## src/rtl/pr_cfg_rd_engine_if.sv

```systemverilog
// Bus bundle for the partial-reconfiguration read engine: transfer control,
// DMA read-request handshake, completion beats, buffer drain and status.
interface pr_cfg_rd_engine_if #(
  parameter int unsigned ADDR_W = 32,
  parameter int unsigned LEN_W  = 32
);
  logic              start;
  logic [ADDR_W-1:0] src_addr;
  logic [LEN_W-1:0]  len;
  logic              abort;

  logic              rd_req;
  logic [ADDR_W-1:0] rd_req_addr;
  logic [11:0]       rd_req_len;
  logic [7:0]        rd_req_tag;
  logic              rd_req_ack;

  logic              cpl_valid;
  logic [7:0]        cpl_tag;
  logic              buf_rd;

  logic              busy;
  logic              done;
  logic              done_ack;
  logic              err;
  logic              aborted;
  logic [LEN_W-1:0]  bytes_rcvd;

  // Engine side
  modport master (
    input  start, src_addr, len, abort, rd_req_ack, cpl_valid, cpl_tag, buf_rd, done_ack,
    output rd_req, rd_req_addr, rd_req_len, rd_req_tag, busy, done, err, aborted, bytes_rcvd
  );

  // Host / arbiter / buffer side
  modport slave (
    output start, src_addr, len, abort, rd_req_ack, cpl_valid, cpl_tag, buf_rd, done_ack,
    input  rd_req, rd_req_addr, rd_req_len, rd_req_tag, busy, done, err, aborted, bytes_rcvd
  );
endinterface

```

## src/rtl/pr_cfg_rd_engine.sv

```systemverilog
// Bitstream read engine: splits a host region into boundary-respecting DMA
// read requests, tracks tagged requests in flight and gates issue on
// downstream buffer credits.
module pr_cfg_rd_engine #(
  parameter int unsigned ADDR_W          = 32,
  parameter int unsigned LEN_W           = 32,
  parameter int unsigned MAX_REQ_BYTES   = 4096,
  parameter int unsigned MAX_OUTSTANDING = 4,
  parameter int unsigned BUF_BYTES       = 16384,
  parameter int unsigned DATA_BYTES      = 16
) (
  input logic                i_pcie_clk,
  input logic                i_rst,
  pr_cfg_rd_engine_if.master bus
);
  localparam int unsigned OffW     = $clog2(MAX_REQ_BYTES);
  localparam int unsigned BeatOffW = $clog2(DATA_BYTES);
  localparam int unsigned UsedW    = $clog2(BUF_BYTES + 1);
  localparam int unsigned BeatW    = $clog2(MAX_REQ_BYTES / DATA_BYTES + 1);
  localparam int unsigned TagW     = (MAX_OUTSTANDING > 1) ? $clog2(MAX_OUTSTANDING) : 1;

  typedef enum logic [2:0] {StIdle, StIssue, StWaitAck, StDrain, StDone} state_e;

  state_e             state_q, state_d;
  logic [ADDR_W-1:0]  addr_q;
  logic [LEN_W-1:0]   rem_q;
  logic [UsedW-1:0]   used_q, used_d, used_sum;
  logic [BeatW-1:0]   beats_q [MAX_OUTSTANDING];
  logic [BeatW-1:0]   beats_d [MAX_OUTSTANDING];
  logic [UsedW-1:0]   req_chunk_q;
  logic [TagW-1:0]    req_tag_q;
  logic               abort_seen_q, err_q, aborted_q;
  logic [LEN_W-1:0]   bytes_q;

  logic [ADDR_W-1:0]  start_addr;
  logic [LEN_W-1:0]   start_len;
  logic [UsedW-1:0]   room, chunk;
  logic               credit_ok, free_found, all_free, abort_now;
  logic [TagW-1:0]    free_tag;
  logic               issue_go, ack_fire, cpl_hit, cpl_miss;

  assign start_addr = bus.src_addr & ~ADDR_W'(DATA_BYTES - 1);
  assign start_len  = bus.len & ~LEN_W'(DATA_BYTES - 1);
  // An abort pulse seen while a request was pending still ends issuing later
  assign abort_now  = bus.abort || abort_seen_q;
  assign ack_fire   = (state_q == StWaitAck) && bus.rd_req_ack;

  // Next request size, credit check and lowest free tag
  always_comb begin
    room       = UsedW'(MAX_REQ_BYTES) - UsedW'(addr_q[OffW-1:0]);
    chunk      = (rem_q < LEN_W'(room)) ? UsedW'(rem_q) : room;
    credit_ok  = (UsedW'(BUF_BYTES) - used_q) >= chunk;
    free_found = 1'b0;
    all_free   = 1'b1;
    free_tag   = '0;
    for (int t = int'(MAX_OUTSTANDING) - 1; t >= 0; t--) begin
      if (beats_q[t] == '0) begin
        free_found = 1'b1;
        free_tag   = TagW'(t);
      end else begin
        all_free = 1'b0;
      end
    end
    issue_go = (state_q == StIssue) && !abort_now && (rem_q != '0) && free_found && credit_ok;
  end

  // Per-tag beat tracking: completions count down, an ack loads the new count
  always_comb begin
    beats_d  = beats_q;
    cpl_hit  = 1'b0;
    cpl_miss = 1'b0;
    if (state_q != StIdle && bus.cpl_valid) begin
      cpl_miss = 1'b1;
      for (int t = 0; t < int'(MAX_OUTSTANDING); t++) begin
        if (bus.cpl_tag == 8'(t) && beats_q[t] != '0) begin
          beats_d[t] = beats_q[t] - 1'b1;
          cpl_hit    = 1'b1;
          cpl_miss   = 1'b0;
        end
      end
    end
    for (int t = 0; t < int'(MAX_OUTSTANDING); t++) begin
      if (ack_fire && req_tag_q == TagW'(t)) begin
        beats_d[t] = BeatW'(req_chunk_q >> BeatOffW);
      end
    end
  end

  // Credit usage: ack adds the request size, each drained beat returns credit
  always_comb begin
    used_sum = used_q + (ack_fire ? req_chunk_q : '0);
    used_d   = used_sum;
    if (bus.buf_rd) begin
      used_d = (used_sum >= UsedW'(DATA_BYTES)) ? used_sum - UsedW'(DATA_BYTES) : '0;
    end
  end

  // FSM state register
  always_ff @(posedge i_pcie_clk) begin
    if (i_rst) state_q <= StIdle;
    else       state_q <= state_d;
  end

  // FSM next-state logic
  always_comb begin
    state_d = state_q;
    unique case (state_q)
      StIdle: begin
        if (bus.start) state_d = (start_len == '0) ? StDone : StIssue;
      end
      StIssue: begin
        if (abort_now || rem_q == '0)   state_d = StDrain;
        else if (free_found && credit_ok) state_d = StWaitAck;
      end
      StWaitAck: begin
        if (bus.rd_req_ack) state_d = StIssue;
      end
      StDrain: begin
        if (all_free) state_d = StDone;
      end
      StDone: begin
        if (bus.done_ack) state_d = StIdle;
      end
      default: state_d = StIdle;
    endcase
  end

  // Datapath: address/remaining walk, request latch, tags, credits, status
  always_ff @(posedge i_pcie_clk) begin
    if (i_rst) begin
      addr_q       <= '0;
      rem_q        <= '0;
      used_q       <= '0;
      req_chunk_q  <= '0;
      req_tag_q    <= '0;
      abort_seen_q <= 1'b0;
      err_q        <= 1'b0;
      aborted_q    <= 1'b0;
      bytes_q      <= '0;
      for (int t = 0; t < int'(MAX_OUTSTANDING); t++) beats_q[t] <= '0;
    end else begin
      used_q  <= used_d;
      beats_q <= beats_d;
      if (state_q == StIdle) begin
        if (bus.start) begin
          addr_q       <= start_addr;
          rem_q        <= start_len;
          err_q        <= 1'b0;
          aborted_q    <= 1'b0;
          bytes_q      <= '0;
          abort_seen_q <= 1'b0;
        end
      end else begin
        if (bus.abort && state_q != StDone) abort_seen_q <= 1'b1;
        if (issue_go) begin
          req_chunk_q <= chunk;
          req_tag_q   <= free_tag;
        end
        if (ack_fire) begin
          addr_q <= addr_q + ADDR_W'(req_chunk_q);
          rem_q  <= rem_q - LEN_W'(req_chunk_q);
        end
        if (cpl_hit)  bytes_q <= bytes_q + LEN_W'(DATA_BYTES);
        if (cpl_miss) err_q   <= 1'b1;
        if (state_q == StDrain && all_free && abort_now) aborted_q <= 1'b1;
      end
    end
  end

  // FSM outputs; request fields read as zero while no request is pending
  always_comb begin
    bus.rd_req      = (state_q == StWaitAck);
    bus.rd_req_addr = (state_q == StWaitAck) ? addr_q : '0;
    bus.rd_req_len  = (state_q == StWaitAck) ? 12'(req_chunk_q) : '0;
    bus.rd_req_tag  = (state_q == StWaitAck) ? 8'(req_tag_q) : '0;
    bus.busy        = (state_q != StIdle);
    bus.done        = (state_q == StDone);
    bus.err         = err_q;
    bus.aborted     = aborted_q;
    bus.bytes_rcvd  = bytes_q;
  end
endmodule

```

## src/flat_wrapper.sv

```systemverilog
// flat-port wrapper written by rule: the top's interface ports become plain ports
module pr_cfg_rd_engine_flat 
#(
  parameter int unsigned ADDR_W          = 32,
  parameter int unsigned LEN_W           = 32,
  parameter int unsigned MAX_REQ_BYTES   = 4096,
  parameter int unsigned MAX_OUTSTANDING = 4,
  parameter int unsigned BUF_BYTES       = 16384,
  parameter int unsigned DATA_BYTES      = 16
)
  (i_pcie_clk, i_rst, bus_start, bus_src_addr, bus_len, bus_abort, bus_rd_req_ack, bus_cpl_valid, bus_cpl_tag, bus_buf_rd, bus_done_ack, bus_rd_req, bus_rd_req_addr, bus_rd_req_len, bus_rd_req_tag, bus_busy, bus_done, bus_err, bus_aborted, bus_bytes_rcvd);
  pr_cfg_rd_engine_if #(.ADDR_W(ADDR_W), .LEN_W(LEN_W)) bus_i ();
  input logic i_pcie_clk;
  input logic i_rst;
  input wire logic [$bits(bus_i.start)-1:0] bus_start;
  input wire logic [$bits(bus_i.src_addr)-1:0] bus_src_addr;
  input wire logic [$bits(bus_i.len)-1:0] bus_len;
  input wire logic [$bits(bus_i.abort)-1:0] bus_abort;
  input wire logic [$bits(bus_i.rd_req_ack)-1:0] bus_rd_req_ack;
  input wire logic [$bits(bus_i.cpl_valid)-1:0] bus_cpl_valid;
  input wire logic [$bits(bus_i.cpl_tag)-1:0] bus_cpl_tag;
  input wire logic [$bits(bus_i.buf_rd)-1:0] bus_buf_rd;
  input wire logic [$bits(bus_i.done_ack)-1:0] bus_done_ack;
  output wire logic [$bits(bus_i.rd_req)-1:0] bus_rd_req;
  output wire logic [$bits(bus_i.rd_req_addr)-1:0] bus_rd_req_addr;
  output wire logic [$bits(bus_i.rd_req_len)-1:0] bus_rd_req_len;
  output wire logic [$bits(bus_i.rd_req_tag)-1:0] bus_rd_req_tag;
  output wire logic [$bits(bus_i.busy)-1:0] bus_busy;
  output wire logic [$bits(bus_i.done)-1:0] bus_done;
  output wire logic [$bits(bus_i.err)-1:0] bus_err;
  output wire logic [$bits(bus_i.aborted)-1:0] bus_aborted;
  output wire logic [$bits(bus_i.bytes_rcvd)-1:0] bus_bytes_rcvd;
  assign bus_i.start = bus_start;
  assign bus_i.src_addr = bus_src_addr;
  assign bus_i.len = bus_len;
  assign bus_i.abort = bus_abort;
  assign bus_i.rd_req_ack = bus_rd_req_ack;
  assign bus_i.cpl_valid = bus_cpl_valid;
  assign bus_i.cpl_tag = bus_cpl_tag;
  assign bus_i.buf_rd = bus_buf_rd;
  assign bus_i.done_ack = bus_done_ack;
  assign bus_rd_req = bus_i.rd_req;
  assign bus_rd_req_addr = bus_i.rd_req_addr;
  assign bus_rd_req_len = bus_i.rd_req_len;
  assign bus_rd_req_tag = bus_i.rd_req_tag;
  assign bus_busy = bus_i.busy;
  assign bus_done = bus_i.done;
  assign bus_err = bus_i.err;
  assign bus_aborted = bus_i.aborted;
  assign bus_bytes_rcvd = bus_i.bytes_rcvd;
  pr_cfg_rd_engine #(.ADDR_W(ADDR_W), .LEN_W(LEN_W), .MAX_REQ_BYTES(MAX_REQ_BYTES), .MAX_OUTSTANDING(MAX_OUTSTANDING), .BUF_BYTES(BUF_BYTES), .DATA_BYTES(DATA_BYTES)) u_core (.i_pcie_clk(i_pcie_clk), .i_rst(i_rst), .bus(bus_i));
endmodule
```

## config.mk

```make
export PLATFORM = sky130hd
export DESIGN_NAME = pr_cfg_rd_engine_flat
export DESIGN_NICKNAME = d
export VERILOG_FILES = /design/src/rtl/pr_cfg_rd_engine_if.sv /design/src/rtl/pr_cfg_rd_engine.sv /design/src/flat_wrapper.sv
export SDC_FILE = /design/constraint.sdc
export NUM_CORES = 1
export LEC_CHECK = 0
export BUFFER_PORTS_ARGS = -buffer_cell sky130_fd_sc_hd__buf_2
export CAP_MARGIN = 20
export CORE_UTILIZATION = 35
export CTS_BUF_LIST = sky130_fd_sc_hd__clkbuf_16
export CTS_CLUSTER_DIAMETER = 100
export DETAILED_ROUTE_END_ITERATION = 16
export SLEW_MARGIN = 20
export SYNTH_ARGS = -nofsm -noshare
export SYNTH_HDL_FRONTEND = slang
export SYNTH_SLANG_ARGS = --single-unit
```

## constraint.sdc

```tcl
create_clock -name i_pcie_clk -period 14.1 [get_ports i_pcie_clk]
set_clock_uncertainty 0.2 [all_clocks]
set_input_delay 0 -clock i_pcie_clk [delete_from_list [all_inputs] [get_ports i_pcie_clk]]
set_output_delay 0 -clock i_pcie_clk [all_outputs]
set_load 0.05 [all_outputs]
```

==> impl_metrics.env, run 1 <==
export IMPL_clk_pin_slew_ns=0.07
export IMPL_antenna_found_initial=0
export IMPL_gp_congestion=0.878
export IMPL_min_from="bus_start"
export IMPL_p_per_area_nw_per_um2=225
export IMPL_fin_setup_tns_ns=0
export IMPL_synth_edf_count=0
export IMPL_leakage_nw=5.97
export IMPL_synth_area_per_cell_um2=7.52
export IMPL_die_y_um=189
export IMPL_worst_setup_path_end_kind="register"
export IMPL_vias=12500
export IMPL_grt_start_max_net_pins=71
export IMPL_synth_cell_type_count=78
export IMPL_worstReg2RegEnd="u_core.req_chunk_q[10]"
export IMPL_reg2reg_setup_slack_ns=8.31
export IMPL_r2r_start="u_core.addr_q[2]"
export IMPL_design_core_area_um2=33900
export IMPL_min_to="u_core.state_q[2]"
export IMPL_cts_setup_buffers=0
export IMPL_cts_resized=0
export IMPL_async_flop_share=0
export IMPL_start_util=0.360
export IMPL_syn_area_um2=12200
export IMPL_arrival_ns=5.94
export IMPL_hpwl_um=28100
export IMPL_rows=67
export IMPL_cts_sinks=166
export IMPL_overflow=0
export IMPL_layout_common_cells="200 x nor2_1, 166 x dfxtp_1, 149 x buf_2"
export IMPL_start_kind="register"
export IMPL_cts_root_buf="clkbuf_16"
export IMPL_synthCells=1619
export IMPL_die_area_um2=35500
export IMPL_vdd_drop_max_mv=0.120
export IMPL_hold_viol=0
export IMPL_area_growth_pct=20.1
export IMPL_io_pins=169
export IMPL_post_drt_wl_per_cell_um=17.5
export IMPL_clk_insertion_delay_late_ns=0.45
export IMPL_slew_headroom=0.336
export IMPL_yosysWarnings=0
export IMPL_hold_class="in -> reg"
export IMPL_min_period_over_period=0.411
export IMPL_ys_flop_type="dfxtp_1"
export IMPL_outcome="completed"
export IMPL_drc=0
export IMPL_ant_nets=0
export IMPL_portBuffers=150
export IMPL_r2r_cells=22
export IMPL_period_needed_ns=5.79
export IMPL_layout_commonest_cell="nor2_1"
export IMPL_cts_htree_levels=4
export IMPL_drtIter0Drc=840
export IMPL_worst_pin_slew_ns=0.993
export IMPL_via_per_inst=5.55
export IMPL_holdPathStages=6
export IMPL_critical_path_class="reg -> reg"
export IMPL_finalSetupViolations=0
export IMPL_diodes=0
export IMPL_grt_pass1_wl_um=63000
export IMPL_rsz0062_at_grt="no"
export IMPL_drv_slew=0
export IMPL_power_mw=3.30
export IMPL_drive_above_1_share=0.126
export IMPL_cts_buffer_depth=2
export IMPL_dr_pass1_iters=5
export IMPL_drt_wl_total_um=39500
export IMPL_fin_nets=1956
export IMPL_cts_buffers=17
export IMPL_die_x_um=189
export IMPL_crit_fanout=14
export IMPL_max_cap_viol_count=0
export IMPL_cts_tree="built"
export IMPL_max_freq_ghz=0.173
export IMPL_grt_total_usage=0.221
export IMPL_ys_ff_latch=166
export IMPL_critPathRequiredTime_ns=14.25
export IMPL_first_global_vias=11600
export IMPL_yosysSeqAreaShare=0.273
## layout make-up
cell class	instances	area, um2
Fill cell	3456	19200
Multi-Input combinational cell	1309	8310
Sequential cell	166	3320
Timing Repair Buffer	241	1630
Tap cell	448	561
Clock buffer	17	425
Inverter	58	218
Clock inverter	15	164
## critical path, cell delays in order, from the launching register on
cell       delay (ns)
dfxtp_1          0.40
nor4_1           0.60
nand2_1          0.21
nor4_1           0.27
xor2_1           0.29
ha_1             0.30
a21o_1           0.16
a21oi_1          0.14
nor2_1           0.08
a2111oi_4        0.18
buf_4            0.25
and2_4           0.30
o21ai_1          0.16
ha_1             0.29
nand2b_1         0.14
a21o_1           0.17
a21oi_1          0.15
o211ai_1         0.13
a41o_1           0.31
a21oi_1          0.37
nor3_1           0.12
buf_4            0.22
a211oi_1         0.25
## cell families (layout without fill, tap and decap cells)
kind of cell    after synthesis  in the layout  synth area share
xor+xnor                    113            113            0.0813
compound gates              422            422             0.232
other cells                   2             12          0.000617
fa+ha+maj                    83             83            0.0871
simple gates                673            673             0.270
flops                       166            166             0.273
mux                           6              6           0.00514
buf+inv                     154            331            0.0515
## synthesized netlist by cell type, drive strengths merged (4+ instances only)
cell type | instances | area share
a211oi | 63 | 0.039
a21o | 21 | 0.013
a21oi | 134 | 0.058
a221oi | 5 | 0.0036
a22o | 4 | 0.0029
a22oi | 9 | 0.0055
a311o | 5 | 0.0041
a311oi | 8 | 0.0058
a31oi | 27 | 0.014
a41oi | 4 | 0.0029
and2 | 58 | 0.030
and3 | 20 | 0.010
and4 | 5 | 0.0036
buf | 21 | 0.010
clkbuf | 75 | 0.023
dfxtp | 166 | 0.27
ha | 80 | 0.082
inv | 58 | 0.018
mux2i | 4 | 0.0033
nand2 | 137 | 0.042
nand2b | 22 | 0.011
nand3 | 57 | 0.024
nand3b | 4 | 0.0025
nand4 | 24 | 0.012
nor2 | 202 | 0.062
nor2b | 8 | 0.0041
nor3 | 63 | 0.026
nor3b | 5 | 0.0031
nor4 | 26 | 0.013
o2111ai | 4 | 0.0029
o211ai | 22 | 0.014
o21a | 11 | 0.0068
o21ai | 56 | 0.023
o22ai | 4 | 0.0021
o311ai | 4 | 0.0029
o31ai | 8 | 0.0049
or2 | 5 | 0.0026
or3 | 17 | 0.0087
or4 | 13 | 0.0083
xnor2 | 70 | 0.050
xor2 | 43 | 0.031
## timing repair
| item | 4_1_cts | 5_1_grt |
|---|---|---|
| endpoints found under the hold margin | 107 | 0 |
| setup endpoints to repair | 0 | 0 |
| hold buffers | 77 | 0 |
## how the worst max path moves through the flow
stage                           startpoint                      to  slack, ns
after detailed placement  u_core.addr_q[2]  u_core.req_chunk_q[10]       8.42
after floorplan           u_core.addr_q[2]  u_core.req_chunk_q[11]       9.28
final                     u_core.addr_q[2]  u_core.req_chunk_q[10]       8.31
after CTS                 u_core.addr_q[2]  u_core.req_chunk_q[10]       8.38
after global placement    u_core.addr_q[2]   u_core.req_chunk_q[4]       8.49
after global routing      u_core.addr_q[2]  u_core.req_chunk_q[11]       7.90
## metrics by stage
stage               std cells  worst slack [ns]  cell area, um2  hold WS (ns)  utilization
floorplan                1629              9.28           12200       -0.0524            -
finish                   2254              8.31           14600        0.0352        0.432
CTS                      2254              8.38           14600        0.0229        0.432
detailed placement       2145              8.42           13300        0.0804        0.392
global placement         2145              8.49           13300        0.0739        0.392
global route             2254              7.90           14600        0.0761        0.432
## power breakdown
group / switching, mW / internal (mW) / total (mW)
logic: 1.26 / 0.776 / 2.04
clock network: 0.210 / 0.277 / 0.487
registers: 0.190 / 0.581 / 0.771
## state kept, by name, indices dropped and copies added, names as in the netlist
register	cells
u_core.req_tag_q	2
u_core.req_chunk_q	15
u_core.bus.bytes_rcvd	28
u_core.used_q	15
u_core.bus.err	1
u_core.abort_seen_q	1
u_core.rem_q	32
u_core.bus.aborted	1
u_core.addr_q	32
u_core.state_q	3
u_core.beats_q	36
## metal layers
metal / global-route usage / wire length [um]
met3: 0.0307 / 2020
met1: 0.288 / 17700
met2: 0.371 / 18800
met4: 0.0754 / 998
met5: 0 / 0
No activity file was read; power rests on OpenSTA's default activity.
==> inputs of run 2 (changes only) <==
clock period = 5.56 ns   (was 14.1 ns; I/O delays follow)
==> run 2 against run 1 <==
Effect of this change:
- wire length is 1.2% higher
- register-to-register slack got worse by 7.9 ns
- final cell count grew 0.89%
- first-iteration DRC count is 10% higher
- clock power grew 150%
- clock-buffer cell count is the same
- global-route usage grew 0.23 points
- design area grew 1.1%
- die area unchanged
- via count grew 1.1%
- maximum frequency rose by 13%
- total power increased to 2.6 times the previous value
- critical path type unchanged
- highest routed layer unchanged
==> impl_metrics.env, run 2 (synthesis gave the netlist of run 1 again) <==
export IMPL_drive_above_1_share=0.133
export IMPL_p_per_area_nw_per_um2=573
export IMPL_area_growth_pct=21.5
export IMPL_first_global_vias=12200
export IMPL_final_cells=2274
export IMPL_cts_tree="built"
export IMPL_r2r_cells=22
export IMPL_via_per_inst=5.56
export IMPL_worstReg2RegEnd="u_core.req_chunk_q[0]"
export IMPL_finalWorstSetupSlack_ns=0.438
export IMPL_drc=0
export IMPL_cts_buffers=17
export IMPL_top_register="u_core.beats_q"
export IMPL_cts_setup_buffers=0
export IMPL_worst_pin_slew_ns=1.04
export IMPL_drv_slew=0
export IMPL_grt_pass1_wl_um=63600
export IMPL_diodes=0
export IMPL_cts_htree_levels=4
export IMPL_dp_cells=2157
export IMPL_io_pins=169
export IMPL_hold_viol=0
export IMPL_layout_commonest_cell="nor2_1"
export IMPL_drtIter0Drc=928
export IMPL_grt_total_usage=0.223
export IMPL_largest_reg_flops=36
export IMPL_design_core_area_um2=33900
export IMPL_power_mw=8.48
export IMPL_period_needed_ns=5.12
export IMPL_fin_nets=1977
export IMPL_gp_congestion=0.914
export IMPL_reg2reg_setup_slack_ns=0.44
export IMPL_reg_top3="u_core.beats_q: 36 flops, u_core.addr_q: 32 flops, u_core.rem_q: 32 flops"
export IMPL_placed_cell_area_um2=13400
export IMPL_grt_start_max_net_pins=76
export IMPL_cts_sinks=166
export IMPL_die_x_um=189
export IMPL_postLayoutCoreUtil=0.437
export IMPL_ant_nets=0
export IMPL_hpwl_um=29000
export IMPL_portBuffers=150
export IMPL_vdd_drop_max_mv=0.348
export IMPL_overflow=0
export IMPL_rsz0062_at_grt="no"
export IMPL_min_to="u_core.state_q[2]"
export IMPL_hold_worst_slack_ns=0.00882
export IMPL_fin_setup_tns_ns=0
export IMPL_critical_path_class="reg -> reg"
export IMPL_critPathLaunch="u_core.addr_q[3]"
export IMPL_start_kind="register"
export IMPL_worst_setup_path_end_kind="register"
export IMPL_hold_class="in -> reg"
export IMPL_pre_cts_ws_ns=0.504
export IMPL_crit_fanout=15
export IMPL_layout_common_cells="201 x nor2_1, 166 x dfxtp_1, 149 x buf_2"
export IMPL_outcome="completed"
export IMPL_die_y_um=189
export IMPL_antenna_found_initial=0
export IMPL_slew_headroom=0.307
export IMPL_fin_area_um2=14800
export IMPL_min_from="bus_start"
export IMPL_max_freq_ghz=0.195
export IMPL_drt_wl_total_um=40000
export IMPL_critPathRequiredTime_ns=5.69
export IMPL_post_drt_wl_per_cell_um=17.6
export IMPL_max_cap_viol_count=0
export IMPL_finalSetupViolations=0
export IMPL_leakage_nw=6.07
export IMPL_start_util=0.360
export IMPL_clk_insertion_delay_late_ns=0.44
export IMPL_arrival_ns=5.25
export IMPL_min_period_over_period=0.921
export IMPL_clk_pin_slew_ns=0.07
export IMPL_r2r_start="u_core.addr_q[3]"
export IMPL_rows=67
export IMPL_cts_buffer_depth=2
export IMPL_fillers=3476
export IMPL_die_area_um2=35500
export IMPL_cts_root_buf="clkbuf_16"
export IMPL_vias=12600
export IMPL_dr_pass1_iters=6
export IMPL_holdPathStages=6
==> run 2: cell types whose count changed in the layout (fill, tap and decap cells not counted), moves of 2 or more <==
cell,change
inv_1,-4
dlygate4sd3_1,+9
buf_4,+12
clkinv_2,+2
==> run 2: where the power goes <==
| part | leakage, nW | total (mW) | switching (mW) | internal (mW) |
|---|---|---|---|---|
| logic | 4.44 | 5.32 | 3.25 | 2.07 |
| clock network | 0.284 | 1.21 | 0.549 | 0.666 |
| registers | 1.35 | 1.94 | 0.468 | 1.47 |
==> run 2: per-layer routing <==
| layer | share of wire | up-vias | track usage |
|---|---|---|---|
| li1 | - | 6211 | - |
| met5 | 0 | - | 0 |
| met2 | 0.47 | 354 | 0.371 |
| met1 | 0.46 | 6001 | 0.286 |
| met3 | 0.046 | 79 | 0.0332 |
| met4 | 0.032 | 0 | 0.0962 |
==> run 2: layout make-up <==
type	count	area, um2	share of cell area
Tap cell	448	561	0.0379
Clock inverter	14	150	0.0101
Timing Repair Buffer	262	1810	0.122
Sequential cell	166	3320	0.225
Inverter	58	218	0.0147
Multi-Input combinational cell	1309	8310	0.562
Clock buffer	17	425	0.0287
==> run 2: repair_timing <==
item | 4_1_cts | 5_1_grt
setup endpoints to repair | 0 | 1
hold buffers | 86 | 0
hold endpoints to repair | 101 | 0
gates resized for setup | 0 | 1
==> run 2: critical path, stage by stage (launching register included) <==
cell and delay [ns]:
dfxtp_1 0.39, nor4_2 0.29, buf_4 0.17, nand2_1 0.09
nor4_1 0.25, xor2_1 0.27, ha_1 0.29, a21o_1 0.17
a21oi_1 0.13, nor2_1 0.08, a2111oi_4 0.23, buf_4 0.26
nand3_1 0.09, o21ai_1 0.17, ha_1 0.28, nand2b_1 0.14
a21o_1 0.17, a21oi_1 0.16, o211ai_1 0.12, a41o_1 0.28
a21o_1 0.38, a31o_2 0.31, o311a_1 0.11
==> run 2: worst max path at each step <==
stage	endpoint	slack, ns
3_5_place_dp	u_core.req_chunk_q[0]	0.50
3_3_place_gp	u_core.req_chunk_q[0]	0.56
2_1_floorplan	u_core.req_chunk_q[11]	0.74
4_1_cts	u_core.req_chunk_q[0]	0.44
6_report	u_core.req_chunk_q[0]	0.44
5_1_grt	u_core.req_chunk_q[4]	0.03
